File: config.mk
export PLATFORM = sky130hd
export DESIGN_NAME = mux16_serializer
export DESIGN_NICKNAME = d
export VERILOG_FILES = /design/src/rtl/mux16_pkg.sv /design/src/rtl/mux16x1_structural.sv /design/src/rtl/mux16_serializer.sv
export SDC_FILE = /design/constraint.sdc
export NUM_CORES = 1
export LEC_CHECK = 0
export BUFFER_PORTS_ARGS = -buffer_cell sky130_fd_sc_hd__buf_2
export CAP_MARGIN = 0
export CORE_ASPECT_RATIO = 1.4
export CORE_UTILIZATION = 54
export DETAILED_ROUTE_END_ITERATION = 12
export PLACE_DENSITY = 0.83
export SETUP_SLACK_MARGIN = 0.1
export SLEW_MARGIN = 25
export SYNTH_ARGS = -nofsm -noshare
export SYNTH_HDL_FRONTEND = slang
export SYNTH_SLANG_ARGS = --single-unit
File: constraint.sdc
create_clock -name clk -period 3.7 [get_ports clk]
set_clock_uncertainty 0.05 [all_clocks]
set_input_delay 1.11 -clock clk [delete_from_list [all_inputs] [get_ports clk]]
set_output_delay 1.11 -clock clk [all_outputs]
set_load 0.03 [all_outputs]
File: src/rtl/mux16_pkg.sv
// Shared constants, state encoding and index helpers for the 16-bit serializer.
package mux16_pkg;

  localparam int WIDTH = 16;
  localparam int SEL_W = 4;

  typedef enum logic [0:0] {
    IDLE  = 1'b0,
    SHIFT = 1'b1
  } state_t;

  // First select index of a word: bit 0 for LSB-first, bit 15 for MSB-first.
  function automatic logic [SEL_W-1:0] start_idx(input bit msb_first);
    return msb_first ? SEL_W'(WIDTH - 1) : '0;
  endfunction

  // Final select index of a word; the beat at this index carries last.
  function automatic logic [SEL_W-1:0] term_idx(input bit msb_first);
    return msb_first ? '0 : SEL_W'(WIDTH - 1);
  endfunction

endpackage

File: src/rtl/mux16x1_structural.sv
// 16:1 bit-select mux built as a four-level tree of 2:1 muxes.
module mux16x1_structural (
  input  logic [15:0] in,
  input  logic [3:0]  sel,
  output logic        out
);

  logic [7:0] lvl1;
  logic [3:0] lvl2;
  logic [1:0] lvl3;

  // Level 1: choose within each pair using sel[0].
  for (genvar i = 0; i < 8; i++) begin : g_lvl1
    assign lvl1[i] = sel[0] ? in[2*i+1] : in[2*i];
  end

  // Level 2: choose within each quad using sel[1].
  for (genvar i = 0; i < 4; i++) begin : g_lvl2
    assign lvl2[i] = sel[1] ? lvl1[2*i+1] : lvl1[2*i];
  end

  // Level 3: choose within each octet using sel[2].
  for (genvar i = 0; i < 2; i++) begin : g_lvl3
    assign lvl3[i] = sel[2] ? lvl2[2*i+1] : lvl2[2*i];
  end

  assign out = sel[3] ? lvl3[1] : lvl3[0];

endmodule

File: src/rtl/mux16_serializer.sv
// Parallel-in, serial-out stage: captures a 16-bit word on a load handshake
// and walks the embedded 16:1 mux select across it, one bit per output beat.
module mux16_serializer
  import mux16_pkg::*;
#(
  parameter bit MSB_FIRST = 1'b0
) (
  input  logic             clk,
  input  logic             rst_n,
  input  logic [WIDTH-1:0] in,
  input  logic             load_valid,
  output logic             load_ready,
  output logic [SEL_W-1:0] sel,
  output logic             out,
  output logic             out_valid,
  input  logic             out_ready,
  output logic             last,
  output logic             busy
);

  localparam logic [SEL_W-1:0] START = start_idx(MSB_FIRST);
  localparam logic [SEL_W-1:0] TERM  = term_idx(MSB_FIRST);

  state_t           state_q, state_d;
  logic [SEL_W-1:0] sel_q, sel_d;
  logic [WIDTH-1:0] shadow_q, shadow_d;

  logic beat_fire;
  logic load_fire;

  // Handshake decode; load_ready is combinational from out_ready so a new
  // word can be taken on the same edge that retires the previous last beat.
  always_comb begin
    out_valid  = (state_q == SHIFT);
    busy       = (state_q == SHIFT);
    last       = (state_q == SHIFT) && (sel_q == TERM);
    load_ready = rst_n && ((state_q == IDLE) || (last && out_ready));
    beat_fire  = out_valid && out_ready;
    load_fire  = load_valid && load_ready;
  end

  // Next-state logic for the FSM, select counter and shadow word.
  always_comb begin
    // NOTE: every signal gets a default first so no path leaves it unassigned
    // and no latch is inferred.
    state_d  = state_q;
    sel_d    = sel_q;
    shadow_d = shadow_q;
    if (load_fire) begin
      shadow_d = in;
      sel_d    = START;
      state_d  = SHIFT;
    end else if (beat_fire) begin
      if (last) begin
        state_d = IDLE;
      end else begin
        sel_d = MSB_FIRST ? (sel_q - SEL_W'(1)) : (sel_q + SEL_W'(1));
      end
    end
  end

  // State registers with synchronous active-low reset; a reset mid-word
  // discards the partial word immediately.
  always_ff @(posedge clk) begin
    // NOTE: sequential state uses non-blocking assignments so every register
    // samples the pre-edge values regardless of statement order.
    if (!rst_n) begin
      state_q  <= IDLE;
      sel_q    <= '0;
      // NOTE: the shadow word is reset too, so out reads 0 after reset
      // instead of whatever the register powered up with.
      shadow_q <= '0;
    end else begin
      state_q  <= state_d;
      sel_q    <= sel_d;
      shadow_q <= shadow_d;
    end
  end

  assign sel = sel_q;

  mux16x1_structural u_mux (
    .in  (shadow_q),
    .sel (sel_q),
    .out (out)
  );

endmodule

# Word-level counts from Yosys, hierarchy flattened
# Index checks and enable logic that the tools add are counted.
totals:
  register_bits: 21
  inputBits: 20
  elab_cells: 37
classes:
  addsub: 1
  n_eq_ne: 1
  muxes: 18
  bitwise: 3
  n_reduce_logical: 11
ops:
  columns: ["cell", "count"]
  rows:
  - ["$mux W1", 18]
  - ["$logic_and A1 B1 Y1", 5]
  - ["$add A4 B1 Y4 const B", 1]
  - ["$eq A4 B4 Y1 const B", 1]
  - ["$reduce_and A2 Y1", 2]
  - ["$reduce_bool A2 Y1", 2]
  - ["$not A1 Y1", 3]
  - ["$reduce_or A2 Y1", 1]
  - ["$logic_or A1 B1 Y1", 1]

# Logic depth before layout (Yosys ltp)
# Gate-level depths: netlist of run 1.
depth:
  word_depth: 8
  depth_mapped: 7
  ltp_nobuf: 5

# Cells and area by module
# Synthesis of run 1 repeated with hierarchy kept, for this count alone.
unflattened:
  cells_unflattened: 106
  hier_area_um2: 1063.5
by_module_without_submodules:
  columns: ["mod", "instances", "cells_each", "area_each_um2", "seq_area_each_um2"]
  rows:
  - ["mux16_serializer", 1, 99, 928.4, 420.4]
  - ["mux16x1_structural", 1, 7, 135.1, 0.0]

# Worst setup path before layout of run 1
# No wires, ideal clock.
synth_timing:
  path_type: "input port to output port"
  from: "input out_ready"
  to: "output load_ready"
  arrival_ps: 1992
  t_required_ps: 2540
  slack_ps: 548
  stages: 2
  cell_sequence: "nand4_2 > a21boi_0"
synth_via:
  elab_chain_len: 3
synth_lines:
  columns: ["item", "line_no", "rtl"]
  rows:
  - ["start: declaration", "mux16_serializer.sv:16", "input logic out_ready,"]
  - ["$logic_and A1 B1 Y1", "mux16_serializer.sv:37", "load_ready = rst_n && ((state_q == IDLE) || (last && out_ready));"]
  - ["$logic_or A1 B1 Y1", "mux16_serializer.sv:37", null]
  - ["$logic_and A1 B1 Y1", "mux16_serializer.sv:37", null]
  - ["end: declaration", "mux16_serializer.sv:12", "output logic load_ready,"]
# Every way passes these cells.

# Final worst setup path of run 1
layout_timing:
  from: "register sel_q[0], in the netlist sel[0]"
  to: "output out"
layout_via:
  elab_chain_len: 4
  elab_cells_between_ends: 15
layout_lines:
  columns: ["item", "line_no", "rtl"]
  rows:
  - ["start: declaration", "mux16_serializer.sv:25", "logic [SEL_W-1:0] sel_q, sel_d;"]
  - ["start signal: assignment", "mux16_serializer.sv:75", "sel_q <= sel_d;"]
  - ["$mux W1", "mux16x1_structural.sv:14", "assign lvl1[i] = sel[0] ? in[2*i+1] : in[2*i];"]
  - ["$mux W1", "mux16x1_structural.sv:19", "assign lvl2[i] = sel[1] ? lvl1[2*i+1] : lvl1[2*i];"]
  - ["$mux W1", "mux16x1_structural.sv:24", "assign lvl3[i] = sel[2] ? lvl2[2*i+1] : lvl2[2*i];"]
  - ["$mux W1 *", "mux16x1_structural.sv:27", "assign out = sel[3] ? lvl3[1] : lvl3[0];"]
  - ["end: declaration", "mux16_serializer.sv:14", "output logic out,"]
# Every way passes the cells marked *; elsewhere a longest branch is shown, timed or not.

==> results of run 1 <==
[cells in the mapped netlist]
master	n	area share
sky130_fd_sc_hd__nor2_1	5	0.019
sky130_fd_sc_hd__xnor2_1	2	0.017
sky130_fd_sc_hd__nand4_1	2	0.012
sky130_fd_sc_hd__nand2_1	1	0.0037
sky130_fd_sc_hd__nor2b_1	18	0.11
sky130_fd_sc_hd__o21ai_0	1	0.0049
sky130_fd_sc_hd__buf_2	1	0.0049
sky130_fd_sc_hd__clkbuf_1	1	0.0037
sky130_fd_sc_hd__a221oi_1	2	0.017
sky130_fd_sc_hd__a21oi_1	1	0.0049
sky130_fd_sc_hd__buf_6	1	0.011
sky130_fd_sc_hd__xor2_1	1	0.0086
sky130_fd_sc_hd__nand2b_1	1	0.0062
sky130_fd_sc_hd__nand4_2	1	0.012
sky130_fd_sc_hd__a22oi_1	1	0.0074
sky130_fd_sc_hd__and2_1	1	0.0062
sky130_fd_sc_hd__ha_1	1	0.012
sky130_fd_sc_hd__mux4_2	2	0.044
sky130_fd_sc_hd__inv_1	2	0.0074
sky130_fd_sc_hd__nand3_1	1	0.0049
sky130_fd_sc_hd__and3_1	2	0.012
sky130_fd_sc_hd__buf_12	1	0.020
sky130_fd_sc_hd__a21boi_0	1	0.0074
sky130_fd_sc_hd__dfxtp_1	21	0.41
sky130_fd_sc_hd__mux2i_1	21	0.21
sky130_fd_sc_hd__a21boi_2	1	0.011
sky130_fd_sc_hd__buf_4	1	0.0074
[registers in the layout (all words and copies together), names as in the netlist]
| register | flops |
|---|---|
| shadow_q | 16 |
| busy | 1 |
| sel | 4 |
[metrics by stage]
stage               instance area [µm²]  power, mW  setup WS (ns)  hold WS [ns]
finish                             1160      0.416          0.574         0.476
global route                       1160      0.439          0.429         0.521
global placement                   1140      0.314          0.781         0.443
detailed placement                 1140      0.316          0.780         0.453
CTS                                1160      0.421          0.568         0.481
floorplan                          1010      0.299          0.548         0.427
[worst max-delay path, stage by stage (launching register included)]
cell,delay (ns)
sky130_fd_sc_hd__dfxtp_1,0.65
sky130_fd_sc_hd__mux4_2,0.57
sky130_fd_sc_hd__a22oi_1,0.20
sky130_fd_sc_hd__nand2_1,0.07
sky130_fd_sc_hd__buf_2,0.18
[routing by layer]
metal / vias up / part of all wire / wire length, µm / GRT usage
li1: 385 / - / - / -
met1: 341 / 0.46 / 802 / 0.247
met2: 19 / 0.49 / 858 / 0.361
met3: 2 / 0.035 / 60 / 0.0252
met4: 0 / 0.0075 / 13 / 0.0862
met5: - / 0 / 0 / 0
[final timing paths]
check	to	slack [ns]	start	depth (start not counted)
setup reg to reg	shadow_q[1]$_SDFFE_PN0P_	1.70	sel[0]$_SDFFE_PP0P_	6
hold reg to reg	shadow_q[8]$_SDFFE_PN0P_	0.48	shadow_q[8]$_SDFFE_PN0P_	2
hold / removal	shadow_q[8]$_SDFFE_PN0P_	0.48	shadow_q[8]$_SDFFE_PN0P_	2
setup / recovery	out	0.57	sel[0]$_SDFFE_PP0P_	4
[final cells by class]
type                    instances  area, µm²  share of cell area
inverters                       2       7.51             0.00644
well taps                      20       25.0              0.0215
repair buffers                 29        148               0.127
clock buffers                   4       26.3              0.0226
flip-flops and latches         21        420               0.361
multi-input cells              66        538               0.462
[logic make-up after synthesis]
| family | synth area share |
|---|---|
| compound gates | 0.0531 |
| simple gates | 0.188 |
| fa+ha+maj | 0.0123 |
| buf+inv | 0.0543 |
| xor+xnor | 0.0259 |
| mux | 0.252 |
| flops | 0.415 |
[power groups by stage]
stage               Sequential [mW]  Clock [mW]  Combinational (mW)
floorplan                     0.251           0              0.0482
global placement              0.252           0              0.0617
detailed placement            0.252           0              0.0640
CTS                           0.247       0.110              0.0641
global route                  0.249       0.120              0.0696
finish                        0.247       0.106              0.0633
==> results by group, run 1 <==
Outcome
  – Status: complete, no violations

Global routing
  – Vias in the first global route: 723
  – Final global-route overflow total: 0
  – Global-route wire length before repair: 2.97 mm
  – Overall Global Routing Usage: 0.207
  – Largest net degree at the start of global routing: 20
  – Antenna violations before repair: 0

Power
  – Clk pwr share: 0.255
  – Leak: 0.506 nW
  – Sequential cell fraction of total power: 0.593
  – Worst supply voltage drop on vdd: 0.248 mV
  – Relative contribution of combinational cells to total power: 0.152
  – Sw Ratio: 0.249
  – Areal power density over the cells: 357 nW/µm²
  – Internal power of the cells: 0.313 mW
  – Sw Pwr: 0.104 mW

Clock network
  – Setup Buffers After CTS: 0
  – Clock Sinks: 21
  – Clock Tree Root: sky130_fd_sc_hd__clkbuf_4
  – Number of buffers inserted during clock tree synthesis: 3
  – Count of hold-fix buffers inserted at cts: 0
  – Clock tree from TritonCTS: yes
  – Worst-path clk slew: 0.11 ns
  – CTS resizes: 0
  – Clock Latency Late Sink: 0.29 ns
  – CTS H-tree lvls: 1
  – Largest buffer count on any clock path: 2

Timing
  – Slew @ Worst Pin: 0.507 ns
  – Fin crit share: 0.845
  – Worst slew margin relative to its limit: 0.662
  – Setup repair after global routing missed its margin: false
  – Final Critical Period: 3.13 ns
  – Fmax: 0.320 GHz
  – Final-report hold violation count: 0
  – Slew Limit Fails: 0
  – Accumulated negative setup slack: 0 ns
  – Setup violation total in the final timing report: 0

Layout
  – Layout area overhead: 14.9%
  – Top library cells by usage in the layout, fill and taps aside: 28 x sky130_fd_sc_hd__buf_2, 21 x sky130_fd_sc_hd__mux2i_1, 21 x sky130_fd_sc_hd__dfxtp_1
  – Share of the core filled with cells in the final layout: 0.663
  – FILL cells: 140
  – Fraction of layout instances using a drive strength above 1: 0.295
  – Antenna diode count: 0
  – Final Instance Count excl. Fillers: 142
  – Number of nets in the finished design: 144
  – Most common cell after layout, fill and taps aside: sky130_fd_sc_hd__buf_2

Placed design
  – Last weighted congestion value of the routability-driven placer: 0.733
  – Post-detailed-placement half-perimeter wirelength: 1.32 mm
  – Number of cells in the design after placement: 138
  – IO Port Bufs: 28

Yosys
  – Total of flip-flops plus latches after synthesis: 21
  – Synth warnings: 0
  – Synth Cell Area: 1010 µm²
  – Number of standard cells after synthesis: 94
  – Mapped Nets: 115
  – Count of cell types in the netlist: 27
  – Post-Syn Area per Cell: 10.8 µm²
  – Sequential-to-total area share from yosys stat: 0.415

Die
  – Cell Rows: 18
  – Die area: 2060 µm²
  – Boundary Pins: 29
  – Area of the core: 1760 µm²
  – Die span in y: 53.3 µm
  – DIE WIDTH: 38.6 µm
  – Initial Utilization: 0.577

Routing
  – Via density: 5.26
  – DRC: 0
  – DRT Pass-1 Iters: 4
  – Remaining antenna violation count after routing: 0
  – Final Routed Wirelength: 1.74 mm
  – Routed wirelength normalized by instance count: 12.2 µm
  – Via count: 747
  – Initial drt markers: 8

Job
  – Total of max-cap violations: 0

Worst setup path
  – Largest driver fanout on the critical path: 10
  – Worst EP required: 2.54 ns
  – Startpoint type of the worst setup path: register
  – Category of the worst setup path capture point: primary output
  – Data arrival time of the critical path: 1.97 ns
  – Critical Setup Path Class: reg -> out

Worst hold path
  – Hold Path Class: reg -> reg
Note: power is estimated with default switching activity, not from simulation.
==> run 2: changes to the inputs <==
Settings changed: CORE_UTILIZATION 54 to 50, PLACE_DENSITY 0.83 to 0.77.
Clock period 3.7 ns to 3 ns, I/O delays scaled along.
==> run 2 against run 1 <==
Compared with the run above: die area rose by 7.6%; routed wire length shrank 3.2%; count of clock-buffer cells in the layout did not move; non-clock buffer count rose by 2; critical path depth increased by 2; critical endpoint unchanged; largest power group unchanged.
==> results by group, run 2 (synthesized netlist as in run 1, its figures left out) <==
Timing
  – Final-report hold violation count: 0 (unchanged)
  – Fmax: 0.366 GHz
  – Slew Limit Fails: 0 (unchanged)
  – Slew @ Worst Pin: 0.305 ns (-0.202 ns)
  – Setup violation total in the final timing report: 0 (unchanged)
  – Accumulated negative setup slack: 0 ns (unchanged)
  – Final Critical Period: 2.73 ns
  – Worst slew margin relative to its limit: 0.796 (+0.135)
  – Fin crit share: 0.910
  – Setup repair after global routing missed its margin: false

Global routing
  – GR Layer Usage met3: 0.0361 (+0.0109)
  – Vias in the first global route: 685 (-5.3%)
  – Final global-route overflow total: 0 (unchanged)
  – Met2 Use GR: 0.272 (-0.0892)
  – Largest net degree at the start of global routing: 19 (-5.0%)
  – Overall Global Routing Usage: 0.179 (-0.0281)
  – Busiest layer in global routing: met2
  – Global-route wire length before repair: 2.80 mm (-5.8%)
  – Antenna violations before repair: 0 (unchanged)
  – Met1 capacity usage during global routing: 0.230 (-0.0163)

Die
  – Area of the core: 1820 µm² (+3.8%)
  – Cell Rows: 18 (unchanged)
  – Die area: 2210 µm² (+7.6%)
  – Boundary Pins: 29 (unchanged)
  – Die span in y: 55.3 µm (+3.8%)
  – DIE WIDTH: 40.1 µm (+3.7%)
  – Initial Utilization: 0.556 (-0.0214)

Routing
  – Via density: 5.26 (about the same)
  – Initial drt markers: 6 (-2)
  – DRC: 0 (unchanged)
  – Routed wirelength normalized by instance count: 11.7 µm (-4.6%)
  – DRT Pass-1 Iters: 4 (unchanged)
  – Final Routed Wirelength: 1.68 mm (-3.2%)
  – Remaining antenna violation count after routing: 0 (unchanged)
  – Via count: 758 (+1.5%)

Worst setup path
  – Reg2Reg Setup Slack: 1.13 ns (-0.57 ns)
  – Critical Setup Path Class: reg -> out
  – Category of the worst setup path capture point: primary output
  – Largest driver fanout on the critical path: 8 (-2)
  – Startpoint type of the worst setup path: register
  – Startpoint of the worst-slack reg-to-reg timing path: sel[0]$_SDFFE_PP0P_
  – Data arrival time of the critical path: 1.78 ns (-0.19 ns)
  – Number of cell instances on the worst register-to-register path: 7 (+1)
  – Endpoint of the worst register-to-register path: sel[0]$_SDFFE_PP0P_
  – Worst EP required: 2.05 ns (-0.49 ns)

Clock network
  – Clock Sinks: 21 (unchanged)
  – Clock Latency Late Sink: 0.30 ns (about the same)
  – Clock tree from TritonCTS: yes
  – Worst-path clk slew: 0.11 ns (about the same)
  – CTS resizes: 0 (unchanged)
  – Number of buffers inserted during clock tree synthesis: 3 (unchanged)
  – Largest buffer count on any clock path: 2 (unchanged)
  – CTS H-tree lvls: 1 (unchanged)
  – Clock Tree Root: sky130_fd_sc_hd__clkbuf_4
  – Setup Buffers After CTS: 0 (unchanged)
  – Count of hold-fix buffers inserted at cts: 0 (unchanged)

Worst hold path
  – Startpoint of the most critical hold path: shadow_q[11]$_SDFFE_PN0P_
  – Number of cells on the worst hold path: 2 (unchanged)
  – Hold Path Class: reg -> reg
  – Sink of the worst hold path: shadow_q[11]$_SDFFE_PN0P_

Power
  – Sw Pwr: 0.130 mW (+25%)
  – Leak: 0.517 nW (+2.0%)
  – Areal power density over the cells: 438 nW/µm² (+23%)
  – Sw Ratio: 0.251 (+0.00196)
  – Clk pwr share: 0.258 (+0.003)
  – Worst supply voltage drop on vdd: 0.302 mV (+22%)
  – Internal power of the cells: 0.387 mW (+24%)
  – PnR Total Power: 0.517 mW (+24%)
  – Relative contribution of combinational cells to total power: 0.156 (+0.004)
  – Sequential cell fraction of total power: 0.586 (-0.007)

Job
  – Total of max-cap violations: 0 (unchanged)

Layout
  – Top library cells by usage in the layout, fill and taps aside: 28 x sky130_fd_sc_hd__buf_2, 21 x sky130_fd_sc_hd__mux2i_1, 21 x sky130_fd_sc_hd__dfxtp_1
  – Largest register by flop count: shadow_q
  – Final Instance Count excl. Fillers: 144 (+1.4%)
  – Largest register FFs: 16 (unchanged)
  – Antenna diode count: 0 (unchanged)
  – Number of nets in the finished design: 146 (+1.4%)
  – Layout area overhead: 16.4%
  – Fraction of layout instances using a drive strength above 1: 0.306 (+0.0114)
  – Most common cell after layout, fill and taps aside: sky130_fd_sc_hd__buf_2

Placed design
  – IO Port Bufs: 28 (unchanged)
  – Last weighted congestion value of the routability-driven placer: 0.714 (-2.5%)
  – Number of cells in the design after placement: 140 (+1.4%)
  – Post-detailed-placement half-perimeter wirelength: 1.29 mm (-1.9%)

Outcome
  – Status: complete, no violations
==> run 2: cell types whose count changed in the layout (fill, tap and decap cells not counted), sizes merged <==
cell  delta
buf      +2
==> run 2: cell type report <==
cell class              count  area (µm²)
clock buffers               4        26.3
fillers                   160         644
inverters                   2        7.51
multi-input cells          66         538
flip-flops and latches     21         420
well taps                  20        25.0
repair buffers             31         163
==> run 2: metrics by stage <==
step	hold slack (ns)	worst slack (ns)	util	instance area, µm²
6_report	0.476	0.271	0.647	1180
5_1_grt	0.502	0.109	0.647	1180
4_1_cts	0.479	0.246	0.647	1180
3_5_place_dp	0.455	0.487	0.632	1150
3_3_place_gp	0.440	0.520	0.632	1150
2_1_floorplan	0.427	0.268	-	1010
==> run 2: per-layer routing <==
| metal | part of all wire | up-vias | routed length (µm) |
|---|---|---|---|
| li1 | - | 389 | - |
| met5 | 0 | - | 0 |
| met1 | 0.48 | 344 | 813 |
| met4 | 0.015 | 0 | 25 |
| met2 | 0.47 | 21 | 787 |
| met3 | 0.032 | 4 | 53 |
==> run 2: critical path: stages, from the launching register on <==
cell	delay, ns
sky130_fd_sc_hd__dfxtp_1	0.42
sky130_fd_sc_hd__buf_4	0.21
sky130_fd_sc_hd__mux2i_1	0.09
sky130_fd_sc_hd__a221oi_1	0.34
sky130_fd_sc_hd__o21ai_0	0.14
sky130_fd_sc_hd__nand2_1	0.09
sky130_fd_sc_hd__buf_2	0.19
==> run 2: worst max path at each step <==
| stage | from | to | cells after the start |
|---|---|---|---|
| global placement | out_ready | load_ready | 4 |
| detailed placement | out_ready | load_ready | 4 |
| floorplan | out_ready | load_ready | 2 |
| CTS | sel[0]$_SDFFE_PP0P_ | out | 6 |
| finish | sel[0]$_SDFFE_PP0P_ | out | 6 |
| global route | sel[0]$_SDFFE_PP0P_ | out | 6 |
==> run 2: power groups by stage <==
stage,logic (mW),clock network [mW],registers (mW)
after floorplan,0.0594,0,0.310
after global placement,0.0801,0,0.309
after detailed placement,0.0817,0,0.310
after CTS,0.0820,0.137,0.303
after global routing,0.0888,0.152,0.305
final,0.0809,0.133,0.303
